## src/rtl/uart_tx_scheduler_pkg.sv

```systemverilog
`default_nettype none
// ============================================================================
// Module   : uart_tx_scheduler_pkg
// Purpose  : Baud codes and FSM state type shared by the UART TX scheduler.
// Revision : 1.0  initial release
// ============================================================================
package uart_tx_scheduler_pkg;

    localparam logic [1:0] BAUD_OFF    = 2'b00;
    localparam logic [1:0] BAUD_9600   = 2'b01;
    localparam logic [1:0] BAUD_57600  = 2'b10;
    localparam logic [1:0] BAUD_115200 = 2'b11;

    typedef enum logic [1:0] {
        ST_IDLE      = 2'd0,
        ST_GRANT     = 2'd1,
        ST_WAIT_DONE = 2'd2,
        ST_RECONF    = 2'd3
    } state_e;

endpackage
`default_nettype wire

```

## src/rtl/uart_tx_scheduler_rr_arbiter.sv

```systemverilog
`default_nettype none
// ============================================================================
// Module   : rr_arbiter
// Purpose  : Combinational round-robin pick: first set req above last_grant.
// Revision : 1.0  initial release
// ============================================================================
module rr_arbiter #(
    parameter int N_REQ = 3,
    parameter int IW    = (N_REQ > 1) ? $clog2(N_REQ) : 1
) (
    input  logic [N_REQ-1:0] req_i,
    input  logic [IW-1:0]    last_i,
    output logic             valid_o,
    output logic [IW-1:0]    winner_o
);

    logic [IW-1:0] w_idx;

    // Scan from farthest to nearest so the nearest requester overwrites.
    always_comb begin
        valid_o  = 1'b0;
        winner_o = '0;
        w_idx    = '0;
        for (int k = N_REQ; k >= 1; k--) begin
            w_idx = IW'((int'(last_i) + k) % N_REQ);
            if (req_i[w_idx]) begin
                valid_o  = 1'b1;
                winner_o = w_idx;
            end
        end
    end

endmodule
`default_nettype wire

```

## src/rtl/uart_tx_scheduler.sv

```systemverilog
`default_nettype none
// ============================================================================
// Module   : uart_tx_scheduler
// Purpose  : Shares one UART transmitter among N_REQ byte requesters.
// Revision : 1.0  initial release
// ============================================================================
module uart_tx_scheduler
    import uart_tx_scheduler_pkg::*;
#(
    parameter int          N_REQ   = 3,
    parameter logic [15:0] TIMEOUT = 16'hFFFF
) (
    input  logic               clk_i,
    input  logic               rst_i,
    input  logic [N_REQ-1:0]   req_i,
    input  logic [8*N_REQ-1:0] req_data_i,
    output logic [N_REQ-1:0]   ack_o,
    output logic [N_REQ-1:0]   err_o,
    output logic               tx_start_o,
    output logic [7:0]         tx_data_o,
    input  logic               tx_done_i,
    input  logic               cfg_wr_i,
    input  logic [1:0]         cfg_sel_i,
    output logic [1:0]         baudrate_sel_o,
    output logic               cfg_pending_o
);

    localparam int IW = (N_REQ > 1) ? $clog2(N_REQ) : 1;

    state_e        state_q, state_d;
    logic [IW-1:0] last_q, last_d;
    logic [IW-1:0] win_q, win_d;
    logic [7:0]    tx_data_q, tx_data_d;
    logic          tx_start_q, tx_start_d;
    logic [15:0]   cnt_q, cnt_d;
    logic [1:0]    baud_q, baud_d;
    logic [1:0]    shadow_q, shadow_d;
    logic          pend_q, pend_d;

    logic          w_valid;
    logic [IW-1:0] w_winner;
    logic [7:0]    w_byte;

    rr_arbiter #(.N_REQ(N_REQ), .IW(IW)) u_arb (
        .req_i    (req_i),
        .last_i   (last_q),
        .valid_o  (w_valid),
        .winner_o (w_winner)
    );

    always_comb begin
        w_byte = 8'h00;
        for (int i = 0; i < N_REQ; i++) begin
            if (w_winner == IW'(i)) w_byte = req_data_i[8*i +: 8];
        end
    end

    always_ff @(posedge clk_i or posedge rst_i) begin
        if (rst_i) begin
            state_q    <= ST_IDLE;
            last_q     <= IW'(N_REQ - 1);
            win_q      <= '0;
            tx_data_q  <= 8'h00;
            tx_start_q <= 1'b0;
            cnt_q      <= 16'd0;
            baud_q     <= BAUD_9600;
            shadow_q   <= BAUD_9600;
            pend_q     <= 1'b0;
        end else begin
            state_q    <= state_d;
            last_q     <= last_d;
            win_q      <= win_d;
            tx_data_q  <= tx_data_d;
            tx_start_q <= tx_start_d;
            cnt_q      <= cnt_d;
            baud_q     <= baud_d;
            shadow_q   <= shadow_d;
            pend_q     <= pend_d;
        end
    end

    always_comb begin
        state_d    = state_q;
        last_d     = last_q;
        win_d      = win_q;
        tx_data_d  = tx_data_q;
        tx_start_d = 1'b0;
        cnt_d      = cnt_q;
        baud_d     = baud_q;
        shadow_d   = shadow_q;
        pend_d     = pend_q;
        ack_o      = '0;
        err_o      = '0;
        case (state_q)
            ST_IDLE: begin
                if (pend_q)                             state_d = ST_RECONF;
                else if (|req_i && baud_q != BAUD_OFF)  state_d = ST_GRANT;
            end
            ST_GRANT: begin
                // A requester that withdrew since IDLE leaves nothing to send.
                if (w_valid) begin
                    win_d      = w_winner;
                    tx_data_d  = w_byte;
                    tx_start_d = 1'b1;
                    cnt_d      = 16'd0;
                    state_d    = ST_WAIT_DONE;
                end else begin
                    state_d    = ST_IDLE;
                end
            end
            ST_WAIT_DONE: begin
                cnt_d = cnt_q + 16'd1;
                if (tx_done_i) begin
                    ack_o[win_q] = 1'b1;
                    last_d       = win_q;
                    state_d      = ST_IDLE;
                end else if (cnt_q == TIMEOUT) begin
                    err_o[win_q] = 1'b1;
                    last_d       = win_q;
                    state_d      = ST_IDLE;
                end
            end
            ST_RECONF: begin
                baud_d  = shadow_q;
                pend_d  = 1'b0;
                state_d = ST_IDLE;
            end
            default: state_d = ST_IDLE;
        endcase
        // A write landing in RECONF re-arms the pending flag for the next pass.
        if (cfg_wr_i) begin
            shadow_d = cfg_sel_i;
            pend_d   = 1'b1;
        end
    end

    assign tx_start_o     = tx_start_q;
    assign tx_data_o      = tx_data_q;
    assign baudrate_sel_o = baud_q;
    assign cfg_pending_o  = pend_q;

endmodule
`default_nettype wire
```

## config.mk

```make
export PLATFORM = sky130hd
export DESIGN_NAME = uart_tx_scheduler
export DESIGN_NICKNAME = d
export VERILOG_FILES = /design/src/rtl/uart_tx_scheduler_pkg.sv /design/src/rtl/uart_tx_scheduler_rr_arbiter.sv /design/src/rtl/uart_tx_scheduler.sv
export SDC_FILE = /design/constraint.sdc
export NUM_CORES = 1
export LEC_CHECK = 0
export BUFFER_PORTS_ARGS = -buffer_cell sky130_fd_sc_hd__buf_2
export CORE_MARGIN = 5
export CORE_UTILIZATION = 50
export CTS_CLUSTER_SIZE = 30
export DETAILED_ROUTE_END_ITERATION = 16
export PLACE_DENSITY = 0.75
export SETUP_SLACK_MARGIN = 0.3
export SLEW_MARGIN = 20
export SYNTH_ARGS = -nofsm -noshare
export SYNTH_HDL_FRONTEND = slang
export SYNTH_HIERARCHICAL = 1
export SYNTH_SLANG_ARGS = --single-unit
export TNS_END_PERCENT = 5
```

## constraint.sdc

```tcl
create_clock -name clk_i -period 3.1 [get_ports clk_i]
set_clock_uncertainty 0.05 [all_clocks]
set_input_delay 0.62 -clock clk_i [delete_from_list [all_inputs] [get_ports clk_i]]
set_output_delay 0.62 -clock clk_i [all_outputs]
set_load 0.03 [all_outputs]
```

==> results.md <==
Floorplan:
- For this design the top-level I/O count stands at between 50 and 60.
- The total die area is between 5000 and 6000 µm².
- The starting utilization of the core area is a little over half.
- The floorplan step set the die width to approximately 75 µm.
- The core region area is roughly 4000 µm².
- The floorplan has 23 rows.
- The height of the die is around 75 µm.

Layout:
- The post-layout net count is about 320.
- The share of the core filled with cells is between 60% and 70%.
- The top cell types in the final layout, fill and taps aside, are sky130_fd_sc_hd__buf_2, sky130_fd_sc_hd__nand2_1, sky130_fd_sc_hd__dfrtp_1.
- The growth of design area from synthesis to finish is 17.15%.
- The repair_antennas step left the layout with diodes totalling 0.
- The share of final-layout standard cells stronger than drive strength 1 is between 20% and 30%.
- The total non-filler cell area in the finished layout is 2496 µm².
- The leading cell type in the layout, fill and taps excluded is sky130_fd_sc_hd__buf_2.

Global routing:
- The number of antenna violations at the first check in global routing is 0.
- The global-route wire length before repair is 7507 µm.
- The largest net degree at the start of global routing is 37.
- Global routing consumed, over all layers together, 17.32% of the routing resources.
- The via count of the first global-routing pass was 1647.
- Global routing finished with a remaining overflow of 0.

Worst setup path:
- In this run the critical register-to-register path is launched from last_q[0]$_DFFE_PP0P_.
- The worst setup path is launched from a flop.
- Tracing the worst setup path back leads to its startpoint at state_q[0]$_DFFE_PP0P_.
- By startpoint and endpoint, the worst setup path is classified as flop to primary output.
- The maximum fanout along the worst path is 14.
- Data on the critical path is required at its endpoint by between 2 and 2.5 ns.
- STA classifies the critical path endpoint as a primary output.
- The arrival time reported for the critical path endpoint is approximately 2.0 ns.

Clocking:
- After clock tree synthesis, the clock-pin slew on the worst setup and hold paths is roughly 0.07 ns.
- At the later pin of the worst-skew pair, clock insertion delay measures slightly below 0.3 ns.
- The clock root buffer master is sky130_fd_sc_hd__clkbuf_8.
- The number of instances resized during post-cts repair is 0.
- Buffers inserted to repair hold after CTS numbered 0.
- Post-CTS timing repair inserted 0 buffers for setup.
- The H-tree depth is 2.
- The number of clock buffers added by TritonCTS is 5.
- CTS saw 36 sinks.
- The buffer levels on the longest clock path is 2.
- TritonCTS built the clock tree.

Timing:
- Counting I/O delays and the setup requirement, the final critical path takes ~2.7 ns.
- The number of pins exceeding their max-slew limit in the final report is 0.
- Setup repair after global routing could not meet its margin everywhere.
- For the pin with the worst max-slew slack, the measured transition is roughly 0.57 ns.
- The headroom to the max-slew limit is between 60 and 70%.
- Setup violations remaining at the end of the flow were counted as 0.
- The timing-limited maximum frequency is 374.7 MHz.
- The number of failing hold endpoints at the final stage came to 0.
- The setup TNS is 0 ns.
- Of the available clock period, the critical path in the final layout requires between 80% and 90%.

Synth:
- The synthesized design spends more area on one cell type than any other, namely sky130_fd_sc_hd__dfrtp_1.
- The synthesized netlist cell count is 229.
- The Yosys step of the flow raised 6 warnings.
- The most used flip-flop cell after synthesis is sky130_fd_sc_hd__dfrtp_1.
- The number of distinct library cells after synthesis is 50.
- Summing every instance area after synthesis gives between 2000 and 2500 µm².
- The area share of the largest cell type after synthesis is between 30% and 40%.
- The sequential area share after synthesis is 42.45%.
- After synthesis, the mean cell area works out to 9.305 µm².
- Counting flops and latches in the post-synthesis netlist gives 36.
- Ranked by total cell area, the synthesized netlist is headed by sky130_fd_sc_hd__dfrtp_1, sky130_fd_sc_hd__mux2i_1, sky130_fd_sc_hd__nand2_1.
- The net count after synthesis is around 270.
- The number of flops mapped to enable cells by yosys is 0.
- After synthesis, the share of flip-flops with an asynchronous set or reset is 100.0%.

Pwr:
- For this design the ratio of total power to cell area is ~900 nW/µm².
- The static leakage is between 1 and 1.5 nW.
- The worst voltage drop across the vdd grid is slightly below 0.5 mV.

Place:
- The final RePlAce weighted congestion is 0.9074.
- After detailed placement, the total cell area comes to 2405 µm².
- Port buffering added 50 buffers.
- The estimated wirelength of the detail-placed design is approximately 3500 µm.

Drt:
- Once detail routing completed, the nets flagged for antenna violations numbered 0.
- The final layout contains routed wiring with a total length of between 4000 and 5000 µm.
- Detailed routing inserted a total of 1838 vias.
- The first TritonRoute pass finished after 4 iterations.
- After detailed routing, the number of remaining DRC violations is 0.
- The initial detailed-routing violation count is 90.
- The vias per cell is 5.570.
- The average wire length per cell after detail routing is 14.20 µm.

Outcome:
- The run finished with clean final reports.

Run:
- The reported max-cap violation count is 0.

Worst hold path:
- The type of the worst min-delay path is input pin to asynchronous set/reset pin.
## stage by stage
| stage | total power, mW | hold WS (ns) | cells | setup WS (ns) |
|---|---|---|---|---|
| 6_report | 2.223 | 0.3766 | 330 | 0.4310 |
| 5_1_grt | 2.391 | 0.4124 | 330 | 0.2354 |
| 3_5_place_dp | 1.883 | 0.4223 | 322 | 0.5402 |
| 3_3_place_gp | 1.854 | 0.4133 | 322 | 0.5978 |
| 4_1_cts | 2.225 | 0.3903 | 330 | 0.3086 |
| 2_1_floorplan | 1.647 | 0.3879 | 229 | 0.7073 |
## layout make-up
class	count	area, µm²
sequential	36	904.6
fill	353	1562
inverter	9	33.78
multi-input combinational	172	1117
tap	50	62.56
timing repair buffer	55	287.8
clock buffer	8	90.09
## worst paths after layout
kind	end	slack, ns	depth (start not counted)
min reg2reg	cnt_q[14]$_DFFE_PP0P_	0.43	1
max	err_o[2]	0.43	5
max in group asynchronous	shadow_q[0]$_DFFE_PP1P_	2.28	3
max reg2reg	tx_data_o[6]$_DFFE_PP0P_	0.51	11
min	cnt_q[12]$_DFFE_PP0P_	0.38	3
min in group clk_i	cnt_q[14]$_DFFE_PP0P_	0.43	1
## metal layers
layer  vias to the layer above  track usage (%)  share of wire, %
met1                       852            24.87                45
li1                        915                -                 -
met4                         0            7.184               1.8
met3                         9            4.272               6.4
met5                         -                0                 0
met2                        62            24.93                47
## cells in the mapped netlist, types with 2 or more instances
library cell,n
sky130_fd_sc_hd__o21ai_1,7
sky130_fd_sc_hd__buf_2,4
sky130_fd_sc_hd__mux2i_1,18
sky130_fd_sc_hd__mux2_2,4
sky130_fd_sc_hd__o22ai_1,4
sky130_fd_sc_hd__nor2b_1,3
sky130_fd_sc_hd__nor2_1,19
sky130_fd_sc_hd__inv_1,8
sky130_fd_sc_hd__a31oi_1,3
sky130_fd_sc_hd__nand4_1,5
sky130_fd_sc_hd__dfrtp_1,33
sky130_fd_sc_hd__nand2_1,33
sky130_fd_sc_hd__a21oi_1,13
sky130_fd_sc_hd__nand3b_1,2
sky130_fd_sc_hd__o21ai_0,12
sky130_fd_sc_hd__a211o_1,2
sky130_fd_sc_hd__nor3_1,2
sky130_fd_sc_hd__clkbuf_1,3
sky130_fd_sc_hd__nand3_1,9
sky130_fd_sc_hd__dfstp_2,3
sky130_fd_sc_hd__and3_1,2
sky130_fd_sc_hd__nand2b_1,6
sky130_fd_sc_hd__buf_6,2
sky130_fd_sc_hd__nand4_4,2
sky130_fd_sc_hd__ha_1,5
## state kept, by name (all words and copies together), names as in the netlist
signal / cells
state_q: 2
tx_start_o: 1
tx_data_o: 8
baudrate_sel_o: 2
win_q: 2
cfg_pending_o: 1
cnt_q: 16
shadow_q: 2
last_q: 2
## worst max-delay path, cell delays in order (launching register included)
cell	delay (ns)
sky130_fd_sc_hd__dfrtp_1	0.42
sky130_fd_sc_hd__and2b_2	0.37
sky130_fd_sc_hd__and3_1	0.33
sky130_fd_sc_hd__nand4_1	0.20
sky130_fd_sc_hd__nor2_1	0.17
sky130_fd_sc_hd__buf_2	0.22
## report_power, final
group | internal (mW) | switching [mW] | leakage, nW
combinational | 0.426 | 0.702 | 0.760
clock | 0.181 | 0.159 | 0.0455
sequential | 0.624 | 0.131 | 0.461
total | 1.23 | 0.992 | 1.27
## cells by family (layout without fill, tap and decap cells)
group	after synthesis	in the layout	synth area share [%]
AO/OA/AOI/OAI	54	54	15.39
multiplexers	22	22	10.57
adder cells (fa/ha/maj)	5	5	2.936
AND/OR/NAND/NOR	90	90	23.08
XOR/XNOR	1	1	0.4111
flip-flops	36	36	42.45
buffers and inverters	21	72	5.167
Note: power is estimated with default switching activity, not from simulation.
